`config.mk`:
```
export PLATFORM = sky130hd
export DESIGN_NAME = irq_timer_flat
export DESIGN_NICKNAME = d
export VERILOG_FILES = /design/src/rtl/irq_timer_if.sv /design/src/rtl/irq_timer.sv /design/src/flat_wrapper.sv
export SDC_FILE = /design/constraint.sdc
export NUM_CORES = 1
export LEC_CHECK = 0
export CAP_MARGIN = 10
export CELL_PAD_IN_SITES_DETAIL_PLACEMENT = 1
export CELL_PAD_IN_SITES_GLOBAL_PLACEMENT = 1
export CORE_MARGIN = 2
export CORE_UTILIZATION = 34
export DETAILED_ROUTE_END_ITERATION = 7
export HOLD_SLACK_MARGIN = 0.15
export PLACE_DENSITY = 0.77
export SYNTH_ARGS = -nofsm -noshare
export SYNTH_HDL_FRONTEND = slang
export SYNTH_SLANG_ARGS = --single-unit
```
`constraint.sdc`:
```
create_clock -name clk -period 3 [get_ports clk]
set_input_delay 0.6 -clock clk [delete_from_list [all_inputs] [get_ports clk]]
set_output_delay 0.6 -clock clk [all_outputs]
set_load 0.01 [all_outputs]
```
`src/rtl/irq_timer_if.sv`:
```
// Load/store bus between the pipeline and the irq_timer register block.
// The pipeline drives strobes, address and store data; the block returns load data and a hit flag.
interface irq_timer_if;
   logic        mem_wr;
   logic        mem_read;
   logic [31:0] addr;
   logic [31:0] data_wr;
   logic [31:0] rdata;
   logic        sel;

   modport master (
      output mem_wr,
      output mem_read,
      output addr,
      output data_wr,
      input  rdata,
      input  sel
   );

   modport slave (
      input  mem_wr,
      input  mem_read,
      input  addr,
      input  data_wr,
      output rdata,
      output sel
   );
endinterface

```
`src/rtl/irq_timer.sv`:
```
// Memory-mapped timer plus edge-latched external interrupts, presented as a one-hot
// lowest-index-first interrupt vector to the CSR unit.
module irq_timer #(
   parameter logic [31:0] BASE_ADDR = 32'h0000_0400,
   parameter int unsigned PRESCALE  = 1
) (
   input  logic           clk,
   input  logic           rst,
   irq_timer_if.slave     bus,
   input  logic [2:0]     ext_irq,
   input  logic           irq_ack,
   output logic [3:0]     interrupt
);

   localparam int unsigned PW = (PRESCALE > 1) ? $clog2(PRESCALE) : 1;
   localparam logic [PW-1:0] PRESC_LAST = PW'(PRESCALE - 1);

   logic [31:0]   mtime_q, mtime_d;
   logic [31:0]   mtimecmp_q, mtimecmp_d;
   logic [3:0]    ie_q, ie_d;
   logic [3:0]    ip_q, ip_d;
   logic [2:0]    ext_prev_q;
   logic [PW-1:0] presc_q, presc_d;

   logic          hit;
   logic [1:0]    off;
   logic          wr_mtime, wr_cmp, wr_ie, wr_ip;
   logic          tick;
   logic [31:0]   mtime_inc;
   logic          timer_evt;
   logic [3:0]    set_vec, clr_vec, pend;
   logic          unused_addr_lsb;

   assign unused_addr_lsb = ^bus.addr[1:0];

   always_comb begin
      hit      = (bus.addr[31:4] == BASE_ADDR[31:4]);
      off      = bus.addr[3:2];
      wr_mtime = hit && bus.mem_wr && (off == 2'd0);
      wr_cmp   = hit && bus.mem_wr && (off == 2'd1);
      wr_ie    = hit && bus.mem_wr && (off == 2'd2);
      wr_ip    = hit && bus.mem_wr && (off == 2'd3);
      bus.sel  = hit;
   end

   // Prescaler and MTIME; a CPU write to MTIME pre-empts the tick and restarts the prescaler.
   always_comb begin
      tick      = (presc_q == PRESC_LAST);
      mtime_inc = mtime_q + 32'd1;
      mtime_d   = mtime_q;
      presc_d   = tick ? '0 : presc_q + PW'(1);
      timer_evt = 1'b0;
      if (wr_mtime) begin
         mtime_d = bus.data_wr;
         presc_d = '0;
      end else if (tick) begin
         mtime_d   = mtime_inc;
         timer_evt = (mtime_inc == mtimecmp_q);
      end
   end

   // Lowest set bit of the enabled pending set: p & -p isolates it.
   always_comb begin
      pend      = ip_q & ie_q;
      interrupt = pend & (~pend + 4'd1);
   end

   always_comb begin
      set_vec    = {ext_irq & ~ext_prev_q, timer_evt};
      clr_vec    = ({4{wr_ip}} & bus.data_wr[3:0]) | ({4{irq_ack}} & interrupt);
      ip_d       = (ip_q & ~clr_vec) | set_vec;
      mtimecmp_d = wr_cmp ? bus.data_wr : mtimecmp_q;
      ie_d       = wr_ie ? bus.data_wr[3:0] : ie_q;
   end

   always_comb begin
      bus.rdata = '0;
      if (hit && bus.mem_read) begin
         unique case (off)
            2'd0:    bus.rdata = mtime_q;
            2'd1:    bus.rdata = mtimecmp_q;
            2'd2:    bus.rdata = {28'd0, ie_q};
            default: bus.rdata = {28'd0, ip_q};
         endcase
      end
   end

   always_ff @(posedge clk) begin
      if (!rst) begin
         mtime_q    <= '0;
         mtimecmp_q <= 32'hFFFF_FFFF;
         ie_q       <= '0;
         ip_q       <= '0;
         ext_prev_q <= '0;
         presc_q    <= '0;
      end else begin
         mtime_q    <= mtime_d;
         mtimecmp_q <= mtimecmp_d;
         ie_q       <= ie_d;
         ip_q       <= ip_d;
         ext_prev_q <= ext_irq;
         presc_q    <= presc_d;
      end
   end

endmodule
```
`src/flat_wrapper.sv`:
```
// flat-port wrapper written by rule: the top's interface ports become plain ports
module irq_timer_flat 
#(
   parameter logic [31:0] BASE_ADDR = 32'h0000_0400,
   parameter int unsigned PRESCALE  = 1
)
  (clk, rst, ext_irq, irq_ack, interrupt, bus_mem_wr, bus_mem_read, bus_addr, bus_data_wr, bus_rdata, bus_sel);
  irq_timer_if bus_i ();
  input  logic clk;
  input  logic rst;
  input  logic [2:0] ext_irq;
  input  logic irq_ack;
  output logic [3:0] interrupt;
  input wire logic [$bits(bus_i.mem_wr)-1:0] bus_mem_wr;
  input wire logic [$bits(bus_i.mem_read)-1:0] bus_mem_read;
  input wire logic [$bits(bus_i.addr)-1:0] bus_addr;
  input wire logic [$bits(bus_i.data_wr)-1:0] bus_data_wr;
  output wire logic [$bits(bus_i.rdata)-1:0] bus_rdata;
  output wire logic [$bits(bus_i.sel)-1:0] bus_sel;
  assign bus_i.mem_wr = bus_mem_wr;
  assign bus_i.mem_read = bus_mem_read;
  assign bus_i.addr = bus_addr;
  assign bus_i.data_wr = bus_data_wr;
  assign bus_rdata = bus_i.rdata;
  assign bus_sel = bus_i.sel;
  irq_timer #(.BASE_ADDR(BASE_ADDR), .PRESCALE(PRESCALE)) u_core (.clk(clk), .rst(rst), .bus(bus_i), .ext_irq(ext_irq), .irq_ack(irq_ack), .interrupt(interrupt));
endmodule
```
==> impl_metrics.yaml <==
layout:
  diodes: 0
  fillers: 1776
  layout-drive-gt1-share: 0.211
  fin_util: 0.484
  syn_to_final_growth_pct: 38.4
  nets: 855
  seqCellArea_um2: 1530
  fin_area_um2: 7080
  multiInputGateArea_um2: 3430
  final_common_cell: "nand2_1"
  most-common-layout-cells: "nand2_1 (127), dfxtp_1 (70), buf_4 (67), xnor2_1 (57), nor2_1 (56)"
timing:
  worstMarginPinSlew_ns: 0.781
  clock_skew_ns: 0.00817
  fin_ws_ns: 0.0683
  period_share: 0.977
  hold_viol: 0
  relSlewSlack: 0.479
  slew_violations: 0
  tns_ns: 0
  max_freq_ghz: 0.341
  setup_violations: 0
  period_minus_slack_ns: 2.93
min_path:
  holdPathEnd: "u_core.ip_q[1]"
  holdPathStages: 1
  min_path_type: "reg2reg"
  min_from: "u_core.ext_prev_q[0]"
critical_path:
  rr_worst_depth: 9
  crit_start: "bus_addr[31]"
  r2r_start: "u_core.mtime_q[6]"
  cp-end-kind: "primary output"
  startpoint_type: "primary input"
  r2r-end: "u_core.ip_q[0]"
  crit_fanout: 6
  arrival_ns: 2.33
  reg2reg_slack_ns: 0.08
  worstSetupPathType: "in2out"
  cp_data_required_time_ns: 2.40
synthesis:
  syn_inst: 639
  synth_top_area_share: 0.297
  synth_fa_ha_area_frac: 0.00245
  synth_area_um2: 5120
  seq_area_frac_synth: 0.297
  synth-edff-count: 0
  synth_cell_types: 64
  synth-compound-area-share: 0.0956
  synthFlopType: "dfxtp_1"
  synth-simple-area-share: 0.332
  synthMuxAreaShare: 0.0912
  synth_top_family_by_area: "simple AND/OR/NAND/NOR gates"
  yosysWarnings: 0
  synth_top_area_cell: "dfxtp_1"
  syn_nets: 712
  synthXorXnorAreaFrac: 0.130
  syn_area_per_cell_um2: 8.01
  async_flop_share: 0
  yosys-top-cells-area: "dfxtp_1 (30%), xnor2_1 (9.8%), nand2_1 (9.3%), mux2i_1 (6.8%), o211a_1 (6.1%)"
  synth_seq_cells: 76
cts:
  htree_levels: 3
  clock_path_buffers: 2
  path_clk_slew_ns: 0.06
  cts_tree: "built"
  clock-sinks: 76
  clock_latency_ns: 0.34
  clock-root-buffer: "clkbuf_16"
  cts_hold_buf: 0
  numCtsBuffers: 9
floorplan:
  dieArea_um2: 16000
  die_w_um: 127
  start_util: 0.349
  die_h_um: 127
  core_area_um2: 14600
  num_rows: 44
  top_level_ports: 109
run_status:
  status: "finished, final reports clean"
drt:
  avgRoutedWirePerCell_um: 18.1
  dr.pass1.iters: 4
  wl_um: 17600
  final_antenna_net_count: 0
  route.vias.total: 5214
  drc: 0
  viasPerCell: 5.38
  drt-initial-drc-count: 242
power_and_ir_drop:
  power_mw: 2.52
  power_switching_share: 0.219
  p_leak_nw: 3.44
  p_comb_frac: 0.089
  p_per_area_nw_per_um2: 356
  p_switching_mw: 0.554
  seqPwrFrac: 0.407
  clkPwrFrac: 0.504
  internal-power_mw: 1.97
  peakVddDrop_uv: 238
run:
  drv_cap: 0
placed_design:
  post-place-ws_ns: -0.490
  numPortBuffers: 106
  place_area_um2: 6660
  place_hpwl_um: 12400
  place_congestion: 0.862
global_routing:
  grt_overflow: 0
  grt_pass1_wl_um: 28600
  grt_use_total: 0.220
  grt_pass1_vias: 5552
  grt_max_degree: 76
  antenna_found_initial: 0
[state kept, by name (all words and copies together) (netlist names)]
register,cells
u_core.ip_q,4
u_core.mtime_q,32
u_core.ie_q,4
u_core.ext_prev_q,3
u_core.presc_q,1
u_core.mtimecmp_q,32
[kinds of logic after synthesis]
logic type                 Yosys count
AOI/OAI and AO/OA                   57
DFF                                 76
and+or+nand+nor                    335
adders and majority gates            1
muxes                               41
other                                1
buffers and inverters               52
xor gates and xnor gates            76
[power groups by stage]
stage,registers (mW),clock network (mW),logic (mW)
floorplan,1.05,0,0.0814
global placement,1.05,0,0.218
detailed placement,1.05,0,0.224
CTS,1.03,1.28,0.223
global route,1.03,1.32,0.239
finish,1.03,1.27,0.224
[stage by stage]
stage                     hold WS (ns)  std cells
after floorplan                  0.399        639
after global placement           0.411        943
final                            0.430        970
after detailed placement         0.423        943
after global routing             0.449        970
after CTS                        0.440        968
[cells in the mapped netlist, types with 4 or more instances]
cell type,n
o21ai_0,7
xnor2_1,57
dfxtp_1,76
or3_1,4
mux2i_1,35
nor4_1,9
nand3b_1,5
nor3_1,5
nand2b_1,4
buf_1,7
nor2_1,60
and3_1,8
nand3_1,51
o211a_1,31
xor2_1,19
nor3b_1,5
nand4_1,19
nand2_1,127
clkbuf_1,30
inv_1,4
nor2b_1,8
[worst max-delay path: stages]
cell,delay (ns)
dlygate4sd2_1,0.24
nor4_2,0.28
nand3_1,0.16
nor2_2,0.13
buf_4,0.12
nand3b_1,0.14
buf_6,0.19
buf_6,0.12
buf_6,0.12
nor2_2,0.09
buf_2,0.13
[metal layers]
metal,global-route usage,up-vias,wire (µm)
li1,-,2517,-
met1,0.278,2550,7780
met2,0.393,124,8780
met3,0.0219,23,708
met4,0.0730,0,324
met5,0,-,0
[timing repair]
item | CTS | global route
pin swaps | 10 | 12
resized for setup | 133 | 48
setup buffers | 10 | 2
endpoints found under the setup margin | 33 | 34
[cell type report]
| cell class | count | share of cell area |
|---|---|---|
| timing repair buffer | 180 | 0.218 |
| sequential | 76 | 0.216 |
| multi-input combinational | 511 | 0.484 |
| inverter | 4 | 0.00212 |
| clock buffer | 10 | 0.0337 |
| tap | 184 | 0.0325 |
| clock inverter | 5 | 0.0141 |
[how the worst max path moves through the flow]
stage	cells after the start	to	slack (ns)
after floorplan	9	u_core.ip_q[0]	0.14
after global placement	8	bus_rdata[17]	-0.36
after detailed placement	8	bus_rdata[8]	-0.49
after CTS	11	u_core.ip_q[0]	-0.10
after global routing	11	bus_rdata[13]	-0.04
final	11	bus_rdata[13]	0.07
No activity file was read; power rests on OpenSTA's default activity.
==> patch: new RTL, same settings <==
`ie_q` and `ip_q` no longer have a reset.
--- a/src/rtl/irq_timer.sv
+++ b/src/rtl/irq_timer.sv
@@ -89,18 +89,19 @@
       if (!rst) begin
          mtime_q    <= '0;
          mtimecmp_q <= 32'hFFFF_FFFF;
-         ie_q       <= '0;
-         ip_q       <= '0;
          ext_prev_q <= '0;
          presc_q    <= '0;
       end else begin
          mtime_q    <= mtime_d;
          mtimecmp_q <= mtimecmp_d;
-         ie_q       <= ie_d;
-         ip_q       <= ip_d;
          ext_prev_q <= ext_irq;
          presc_q    <= presc_d;
       end
    end
 
+   always_ff @(posedge clk) begin
+      ie_q <= ie_d;
+      ip_q <= ip_d;
+   end
+
 endmodule
Check against the original RTL: not equivalent (a bounded check fails within 4 cycles, from zero or initial values and one cycle with rst low).
==> patch against the original RTL <==
The flow now finishes with violations (negative setup slack). Sequential cell count is the same. Non-clock buffer count fell by 11. Cell area fell by 4.1%. Count of clock-buffer cells in the layout rose by 3. Global-route usage grew 3.0 points. Die area fell by 4.4%. Area after synthesis is 4.5% lower. Worst setup slack got worse by 0.11 ns. Power shrank 2.7%. Routed wire length is 7.5% higher. Critical path type unchanged. Largest cell class unchanged.
==> patch: results (changes against the original RTL) <==
Worst setup path
The startpoint identified for the worst register-to-register timing path is u_core.mtime_q[5]$_SDFFE_PN0P_. The worst register-to-register path ends at u_core.ip_q[0]$_DFF_P_. The count of cells along the worst register-to-register path is 7 (-2).

Synth
The number of enable-type register cells in the synthesized netlist is 4 (+4). The XOR/XNOR share of the synthesized area came to 0.138 (+0.00774). The adder-cell share of the synthesized area is 0.00256 (+0.000117). The fraction of the mapped netlist area in compound gates is 0.0876 (-0.00800).

The net count after synthesis is 707 (-0.70%). By area the synthesized netlist is led by sky130_fd_sc_hd__dfxtp_1 30%, sky130_fd_sc_hd__xnor2_1 8.8%, sky130_fd_sc_hd__nand2_1 7.4%, sky130_fd_sc_hd__nor2_1 6.6%, sky130_fd_sc_hd__mux2i_1 6.4%. The portion of the post-synthesis area used by sequential elements was 0.320 (+0.0224). The commonest cells after synthesis are 96 x sky130_fd_sc_hd__nand2_1, 86 x sky130_fd_sc_hd__nor2_1, 72 x sky130_fd_sc_hd__dfxtp_1.

Layout
The sequential cell area is 1560 µm² (+2.1%). The share of cells above drive strength 1 is 0.190 (-0.0211). The clock buffer and inverter area fraction after layout is 0.0475 (-0.000340). The number of non-clock buffers in the layout is 169 (-6.1%). The number of nets at the end of the flow was 836 (-2.2%). The layout inverter count without the clock tree came to 9 (+5). The multi-input logic cell count is 498 (-2.5%). The filler cell count is 1684 (-5.2%).

Placed design
The final weighted congestion in routability-driven placement is 0.909 (+5.4%). The placed wire-length estimate is 12600 µm (+1.3%).

Min path
The critical hold path startpoint is u_core.ext_prev_q[2]$_SDFF_PN0_.

Timing
The transition at the pin with the smallest max-transition slack is 0.682 ns (-0.0991 ns). The final setup slack of the worst path is -0.0424 ns (-0.111 ns). The final setup violation count was 18 (+18). The final setup TNS came to -0.437 ns (-0.437 ns).

The final clock skew was 0.00288 ns (-0.00530 ns). The worst slack on hold paths is 0.413 ns (-0.0172 ns).

Pwr
The clock network power came to 1190 µW (-6%). The static power due to leakage is 0.00278 µW (-19%).

Detailed routing
The sum of met3 wire segment lengths after detailed routing is 768 µm (+8.5%). The violation count after the first detailed-routing iteration is 311 (+29%). The detail-routed via count per cell came to 5.51 (+2.5%). The wire length on met2 is 9890 µm (+13%). The routed metal-1 wire length is 7800 µm (+0.27%).

Status
The final reports fail on negative setup slack. The flow ran to the end, but the final reports show violations.

GRT
The largest net degree at the start of global routing was 61 (-20%). The number of global-route vias before repair came to 5396 (-2.8%).
-- patch: changes by cell type in the layout (fill, tap and decap cells not counted), moves of 6 or more --
| cell | unedited run | this run |
|---|---|---|
| sky130_fd_sc_hd__nand2_1 | 127 | 96 |
| sky130_fd_sc_hd__dlygate4sd2_1 | 8 | 17 |
| sky130_fd_sc_hd__clkbuf_2 | 4 | 11 |
| sky130_fd_sc_hd__a211oi_1 | 0 | 31 |
| sky130_fd_sc_hd__xor2_1 | 19 | 26 |
| sky130_fd_sc_hd__dlymetal6s2s_1 | 17 | 6 |
| sky130_fd_sc_hd__o211a_1 | 31 | 0 |
| sky130_fd_sc_hd__dfxtp_2 | 6 | 0 |
| sky130_fd_sc_hd__buf_4 | 67 | 56 |
| sky130_fd_sc_hd__xnor2_1 | 57 | 49 |
| sky130_fd_sc_hd__nor3_1 | 5 | 18 |
| sky130_fd_sc_hd__nor4_1 | 3 | 9 |
| sky130_fd_sc_hd__nor2_1 | 56 | 76 |
-- patch: metrics by stage --
step,power (µW),std cells,instance area (µm²)
after floorplan,1140,634,4880
after global placement,1280,911,6310
after detailed placement,1290,911,6310
after CTS,2460,947,6770
after global routing,2520,948,6790
final,2460,948,6790
-- patch: repair_timing --
item                       CTS  global route
resized for setup          139            48
setup endpoints to repair   33            56
buffers inserted            18             2
gates cloned                 2             0
pin swaps                   11            14
hold buffers                 0             0
-- patch: worst max-delay path by stage --
stage / startpoint / endpoint / cells after the start
6_report: bus_addr[21] / bus_rdata[23] / 9
5_1_grt: bus_addr[21] / bus_rdata[31] / 9
4_1_cts: bus_addr[25] / bus_rdata[31] / 10
3_5_place_dp: bus_addr[13] / bus_rdata[4] / 8
3_3_place_gp: bus_addr[13] / bus_rdata[29] / 8
2_1_floorplan: bus_addr[2] / bus_rdata[22] / 5
